### src/rtl/data_bus_if_pkg.sv
// rtl/data_bus_if_pkg.sv - state encoding and helpers shared by the data bus interface
package data_bus_if_pkg;

  typedef enum logic [1:0] {
    DBUS_IDLE       = 2'd0,
    DBUS_BUSY       = 2'd1,
    DBUS_WAIT_STALL = 2'd2
  } dbus_state_e;

  // Width of a counter that must hold 0 .. limit-1.
  function automatic int cnt_width(input int limit);
    return (limit < 2) ? 1 : $clog2(limit);
  endfunction

endpackage

### src/rtl/data_bus_if.sv
// rtl/data_bus_if.sv - memory-stage data request to Wishbone B4 classic master bridge
// Optional BUSY timeout abort is compiled in with DBUS_TIMEOUT_EN.
module data_bus_if
  import data_bus_if_pkg::*;
#(
  parameter int ADDR_W         = 32,
  parameter int DATA_W         = 32,
  parameter int TIMEOUT_CYCLES = 255
) (
  input  logic                  clk,
  input  logic                  rst,
  input  logic [5:0]            stall_i,
  input  logic                  flush_i,
  input  logic                  cpu_ce_i,
  input  logic                  cpu_we_i,
  input  logic [ADDR_W-1:0]     cpu_addr_i,
  input  logic [DATA_W/8-1:0]   cpu_sel_i,
  input  logic [DATA_W-1:0]     cpu_data_i,
  output logic [DATA_W-1:0]     cpu_data_o,
  output logic                  stall_req_o,
  output logic                  bus_err_o,
  output logic [ADDR_W-1:0]     wb_adr_o,
  output logic [DATA_W-1:0]     wb_dat_o,
  output logic [DATA_W/8-1:0]   wb_sel_o,
  output logic                  wb_we_o,
  output logic                  wb_stb_o,
  output logic                  wb_cyc_o,
  input  logic [DATA_W-1:0]     wb_dat_i,
  input  logic                  wb_ack_i
);

  dbus_state_e       state, state_nxt;
  logic [DATA_W-1:0] rd_buf;
  logic              accept;
  logic              done;
  logic              abort;

  assign accept = (state == DBUS_IDLE) && cpu_ce_i && !flush_i;

`ifdef DBUS_TIMEOUT_EN
  localparam int CNT_W = cnt_width(TIMEOUT_CYCLES);
  logic [CNT_W-1:0] to_cnt;

  // Held at zero outside BUSY, so every new access starts a fresh count.
  always_ff @(posedge clk or negedge rst) begin
    if (!rst) begin
      to_cnt <= '0;
    end else if (state != DBUS_BUSY) begin
      to_cnt <= '0;
    end else if (!wb_ack_i) begin
      to_cnt <= to_cnt + CNT_W'(1);
    end
  end

  assign abort = (state == DBUS_BUSY) && !wb_ack_i && !flush_i &&
                 (to_cnt == CNT_W'(TIMEOUT_CYCLES - 1));
`else
  assign abort = 1'b0;
`endif

  assign done = (state == DBUS_BUSY) && !flush_i && (wb_ack_i || abort);

  always_comb begin
    state_nxt   = state;
    stall_req_o = 1'b0;
    cpu_data_o  = '0;
    bus_err_o   = abort;
    case (state)
      DBUS_IDLE: begin
        if (accept) begin
          state_nxt   = DBUS_BUSY;
          stall_req_o = 1'b1;
        end
      end
      DBUS_BUSY: begin
        if (flush_i) begin
          state_nxt = DBUS_IDLE;
        end else if (wb_ack_i || abort) begin
          state_nxt = (stall_i != '0) ? DBUS_WAIT_STALL : DBUS_IDLE;
          if (wb_ack_i) cpu_data_o = wb_dat_i;
        end else begin
          stall_req_o = 1'b1;
        end
      end
      DBUS_WAIT_STALL: begin
        // Read word is replayed until the other stall source releases.
        cpu_data_o = rd_buf;
        if (flush_i || stall_i == '0) state_nxt = DBUS_IDLE;
      end
      default: state_nxt = DBUS_IDLE;
    endcase
  end

  always_ff @(posedge clk or negedge rst) begin
    if (!rst) begin
      state    <= DBUS_IDLE;
      rd_buf   <= '0;
      wb_adr_o <= '0;
      wb_dat_o <= '0;
      wb_sel_o <= '0;
      wb_we_o  <= 1'b0;
      wb_stb_o <= 1'b0;
      wb_cyc_o <= 1'b0;
    end else begin
      state <= state_nxt;
      if (accept) begin
        wb_adr_o <= cpu_addr_i;
        wb_dat_o <= cpu_data_i;
        wb_sel_o <= cpu_sel_i;
        wb_we_o  <= cpu_we_i;
        wb_stb_o <= 1'b1;
        wb_cyc_o <= 1'b1;
      end else if (state == DBUS_BUSY && (flush_i || wb_ack_i || abort)) begin
        wb_sel_o <= '0;
        wb_we_o  <= 1'b0;
        wb_stb_o <= 1'b0;
        wb_cyc_o <= 1'b0;
      end
      if (done) rd_buf <= abort ? '0 : wb_dat_i;
    end
  end

endmodule
### config.mk
export PLATFORM = sky130hd
export DESIGN_NAME = data_bus_if
export DESIGN_NICKNAME = d
export VERILOG_FILES = /design/src/rtl/data_bus_if_pkg.sv /design/src/rtl/data_bus_if.sv
export SDC_FILE = /design/constraint.sdc
export NUM_CORES = 1
export LEC_CHECK = 0
export CAP_MARGIN = 0
export CORE_MARGIN = 8
export CORE_UTILIZATION = 40
export CTS_CLUSTER_DIAMETER = 50
export CTS_CLUSTER_SIZE = 28
export DETAILED_ROUTE_END_ITERATION = 10
export PLACE_DENSITY = 0.79
export SYNTH_ARGS = -nofsm -noshare
export SYNTH_HDL_FRONTEND = slang
export SYNTH_SLANG_ARGS = --single-unit
### constraint.sdc
create_clock -name clk -period 1.61 [get_ports clk]
set_input_delay 0.161 -clock clk [delete_from_list [all_inputs] [get_ports clk]]
set_output_delay 0.161 -clock clk [all_outputs]
set_load 0.05 [all_outputs]
; ---- Word-level counts from Yosys, hierarchy flattened
; Index checks and enable logic that the tools add are counted.
; W data, S select, Z words.
[totals]
reg_bits = 104
wordCells = 43
out_inout_bits = 105
input_bits = 112
[op_classes]
n_reduce_logical = 13
n_mux = 18
eq_ne = 5
[op_table]
columns = operator, count
row1 = $mux W32, 2
row2 = $pmux W32 S2, 1
row3 = $mux W2, 5
row4 = $mux W4, 2
row5 = $logic_not A6 Y1, 1
row6 = $mux W1, 6
row7 = $pmux W2 S3, 1
row8 = $reduce_bool A6 Y1, 1
row9 = $logic_and A1 B1 Y1, 5
row10 = $ne A2 B2 Y1 const B, 2
row11 = $ne A3 B3 Y1 const B, 1
row12 = $reduce_and A3 Y1, 1
row13 = $eq A2 B1 Y1 const B, 1
row14 = $eq A2 B2 Y1 const B, 1
row15 = $logic_not A2 Y1, 1
row16 = $logic_or A1 B1 Y1, 2
row17 = $pmux W1 S2, 1
row18 = $reduce_bool A2 Y1, 1
row19 = $logic_not A1 Y1, 1

; ---- Longest topological paths before layout
[logic_depth]
depth_word = 5
mapped_depth = 8
depth_no_buf = 6

; ---- Least setup slack after synthesis
; No wires, ideal clock.
[synth_timing]
kind = flip-flop to output port
startpoint = register state[1]
endpoint = output port cpu_data_o[0]
path_stages_with_launch = 8
path_buffers = 2
t_arrival_ns = 2.232
required_time_ns = 1.449
setup_slack_ns = -0.783
cell_sequence = dfrtp_1 inv_1 ha_1 and3b_1 buf_2 buf_6 nand2_1 a21boi_0
[synth_via]
elab_chain_cells = 2
elab_cells_between_ends = 3
cone_classes = eq/ne: 2 / mux: 1
[synth_rtl]
columns = element, line
row1 = start: declaration, data_bus_if.sv:32  ; dbus_state_e state, state_nxt;
row2 = start signal: assignment, data_bus_if.sv:105  ; state <= state_nxt;
row3 = $eq A2 B2 Y1 / $eq A2 B1 Y1 (equally long branches), data_bus_if.sv:68  ; case (state)
row4 = $pmux W32 S2 *, data_bus_if.sv:68
row5 = end: declaration, data_bus_if.sv:19  ; output logic [DATA_W-1:0] cpu_data_o,
; Every way passes the cells marked *; elsewhere a longest branch is shown, timed or not.

; ---- Worst setup path after layout
; Same ends and word-level chain as after synthesis.

==> key figures <==
Outcome
  • Status: finished with violations
  • Failing checks: negative setup slack

GRT
  • Largest net degree at the start of global routing: 46
  • Gr ovfl total: 0
  • Total track usage: 21.1%
  • Global-route wire length before repair: 24.8 mm
  • Vias in the first global route: 4721
  • Initial antenna violation count: 1

Clock tree
  • Worst-path clk slew: about 0.11 ns
  • Clock Tree Buf Depth: 2
  • H-tree levels: 3
  • CTS tree: built
  • Sinks on Clock Net: 104
  • Root buffer cell: clkbuf_8
  • Total CTS buffers: 9
  • Clock Latency Late Sink: 0.35 ns

Critical path
  • Most common cell on crit path: buf_12
  • Cell Chain, Critical Path: inv_2 -> ha_4 -> and3b_2 -> buf_4 -> buf_12 -> nand2_4 -> a21boi_4 -> buf_12
  • Worst Path Required: about 1.5 ns
  • Arr. time, crit path: 1.94 ns
  • RR Startpoint: state[1]
  • CP Capture Type: output pin
  • CP max stage delay: 0.40 ns
  • Crit Path Max Fanout: 8
  • CP Launch Type: flip-flop
  • CP max stage cell: dfrtp_1
  • Crit path kind: flip-flop to output pin
  • R2R Path End: rd_buf[12]
  • Reg2reg setup slack: -0.01 ns
  • R2R depth: 9

Timing
  • Crit share post-route: 131%
  • Crit path time final: 2.10 ns
  • Final setup vio count: 36
  • Setup slack after layout: -0.491 ns
  • Worst Clk Skew: 0.0138 ns
  • Hold Vio Cnt, Final: 0
  • Max-slew violations: 0
  • WHS: 0.287 ns
  • Max frequency: 476 MHz
  • RSZ-0062 raised after global routing: true

Logic synthesis
  • Flops & latches, synth: 104
  • Unique masters post-synth: 24
  • Async set-reset flop share out of synthesis: 100%
  • Adder-cell share of the synthesized area: 0.842%
  • Synth Area in XOR/XNOR: 0%
  • Area of the mapped netlist: 0.00446 sq mm
  • Post-synthesis cell count: 520
  • Register area share after synthesis: 58.4%
  • Largest family of logic cells by synthesized area: simple AND/OR/NAND/NOR gates
  • Syn Nets: 635
  • Synth Area per Inst: 8.57 sq um
  • Simple logic cell fraction of the synthesized area: 28.7%
  • EDFF count, synth: 0
  • Commonest cells post-synth: 325 x nand2_1, 104 x dfrtp_1, 24 x a21boi_0
  • Mux contribution to synthesized area: 0.225%
  • Leading post-synthesis cells by cell area: dfrtp_1 58%, nand2_1 27%, a21boi_0 4.0%
  • Main synth FF type: dfrtp_1
  • YS warnings: 0
  • Synth area leader: dfrtp_1
  • Share of the synthesized area in the top cell type: 58.4%
  • Compound-gate portion of the synthesized area: 7.19%
  • Count leader, synth: nand2_1

Final layout
  • Area of the multi-input gates: 0.00223 sq mm
  • Area Growth Syn to Fin: 82.4%
  • Fraction of layout cells with a size suffix above 1: 32.5%
  • Register area: around 0.0026 sq mm
  • Final nets: 886
  • Layout filler cell count: 738

Die
  • I/O Pins: around 220
  • Die width: around 120 um
  • Rows: 38
  • Die span in y: 122 um
  • Initial Utilization: 41.1%
  • Core region area: 0.0108 sq mm
  • Die ar.: between 0.01 and 0.015 sq mm

Routing
  • DRC Markers: 0
  • WL/cell: 17.7 um
  • DRT iter0 DRCs: 244
  • 1st-pass router iterations: 4
  • Routed Wire Length: ~16 mm
  • Via/cell ratio: between 4 and 5
  • DRT antenna net count: 0
  • Vias: 4440

Power
  • Maximum VDD drop: 1330 uV
  • Cell internal pwr: 8.62 mW
  • Combinational share of power: a little over three fifths
  • Clock share of power: 10.2%
  • Switching power: 7.92 mW
  • Sequential Power Share: 27.4%
  • Switching portion of total power: 47.9%
  • Power Total: 16.5 mW
  • Leakage: 4.05 nW
  • PwrDens: 2040 mW/mm^2

Place
  • PortBufs: around 220
  • Dpl ws: -0.110 ns
  • Dpl hpwl: between 10 and 15 mm
  • Gpl congestion: just under 0.8

Worst hold path
  • HP Class: input port to async pin

Flow run
  • MaxCap Viol Count: 0
==> through the flow <==
stage / instance area (sq um) / TNS, ns / instances / utilization, %
3_5_place_dp: 7510 / -4.17 / 886 / 69.3
4_1_cts: 8010 / -14.12 / 913 / 73.9
2_1_floorplan: 4820 / -0.843 / 520 / -
3_3_place_gp: 7510 / -2.64 / 886 / 69.3
5_1_grt: 8130 / -17.67 / 916 / 75.0
6_report: 8130 / -14.68 / 916 / 75.0
==> layout by cell type (no fill, tap or decap), drive strengths merged <==
master,count
diode,1
buf,158
clkdlybuf4s50,110
a22o,6
and3b,1
nor4,1
a21boi,32
bufinv,1
nand2,325
inv,6
nor2,2
dlygate4sd3,1
o21ai,2
a21oi,2
or3b,1
conb,1
clkbuf,12
mux2i,1
and2,2
dfrtp,104
nand3b,1
ha,3
clkinvlp,1
o31ai,1
nor2b,1
==> power groups by stage <==
stage               Clock [mW]  Combinational [mW]  Sequential (mW)
floorplan                    0                3.41             7.30
global placement             0                9.53             4.48
detailed placement           0                9.71             4.54
CTS                       1.73                9.98             4.50
global route              1.83                10.9             4.67
finish                    1.68                10.3             4.52
==> routing by layer <==
layer | wire [um] | track usage [%]
met2 | 8310 | 37.1
met3 | 1100 | 5.69
met4 | 600 | 9.64
met1 | 6170 | 23.2
met5 | 0 | 0
==> kinds of logic (layout without fill, tap and decap cells) <==
family,Yosys count,after routing
compound gates,43,43
simple gates,334,334
mux,1,1
other cells,1,2
flops,104,104
buf+inv,34,289
fa+ha+maj,3,3
==> registers in the layout, indices dropped and copies added (netlist names) <==
signal,count
wb_cyc_o,1
wb_dat_o,32
wb_adr_o,32
wb_we_o,1
state,2
rd_buf,32
wb_sel_o,4
==> repair_timing <==
item                                    CTS  global route
hold endpoints to repair                 28             0
hold buffers                              1             0
endpoints found under the setup margin   33            39
pin swaps                                41            12
gates resized for setup                  50            21
cloned                                    3             2
setup buffers                             8             2
==> final cells by class <==
class | instances | area share (%)
tap | 140 | 2.16
clock inverter | 5 | 0.785
multi-input combinational | 382 | 27.5
antenna | 1 | 0.0308
clock buffer | 10 | 1.69
inverter | 3 | 0.139
sequential | 104 | 32.0
timing repair buffer | 271 | 35.7
==> worst max-delay path by stage <==
stage | slack [ns] | from | cells after the start | to
after floorplan | -0.03 | state[1] | 7 | cpu_data_o[0]
after CTS | -0.45 | state[1] | 8 | cpu_data_o[16]
after global placement | -0.07 | wb_ack_i | 6 | cpu_data_o[30]
after detailed placement | -0.11 | wb_ack_i | 6 | cpu_data_o[0]
after global routing | -0.57 | state[1] | 8 | cpu_data_o[28]
final | -0.49 | state[1] | 8 | cpu_data_o[0]
==> critical path: cells and delay by family (launching register included) <==
kind                       cells  cell delay [ns]
buffers and inverters          4             0.53
DFF                            1             0.40
adders and majority gates      1             0.14
and+or+nand+nor                2             0.31
AOI/OAI and AO/OA              1             0.21
(Power assumes the default switching activity.)
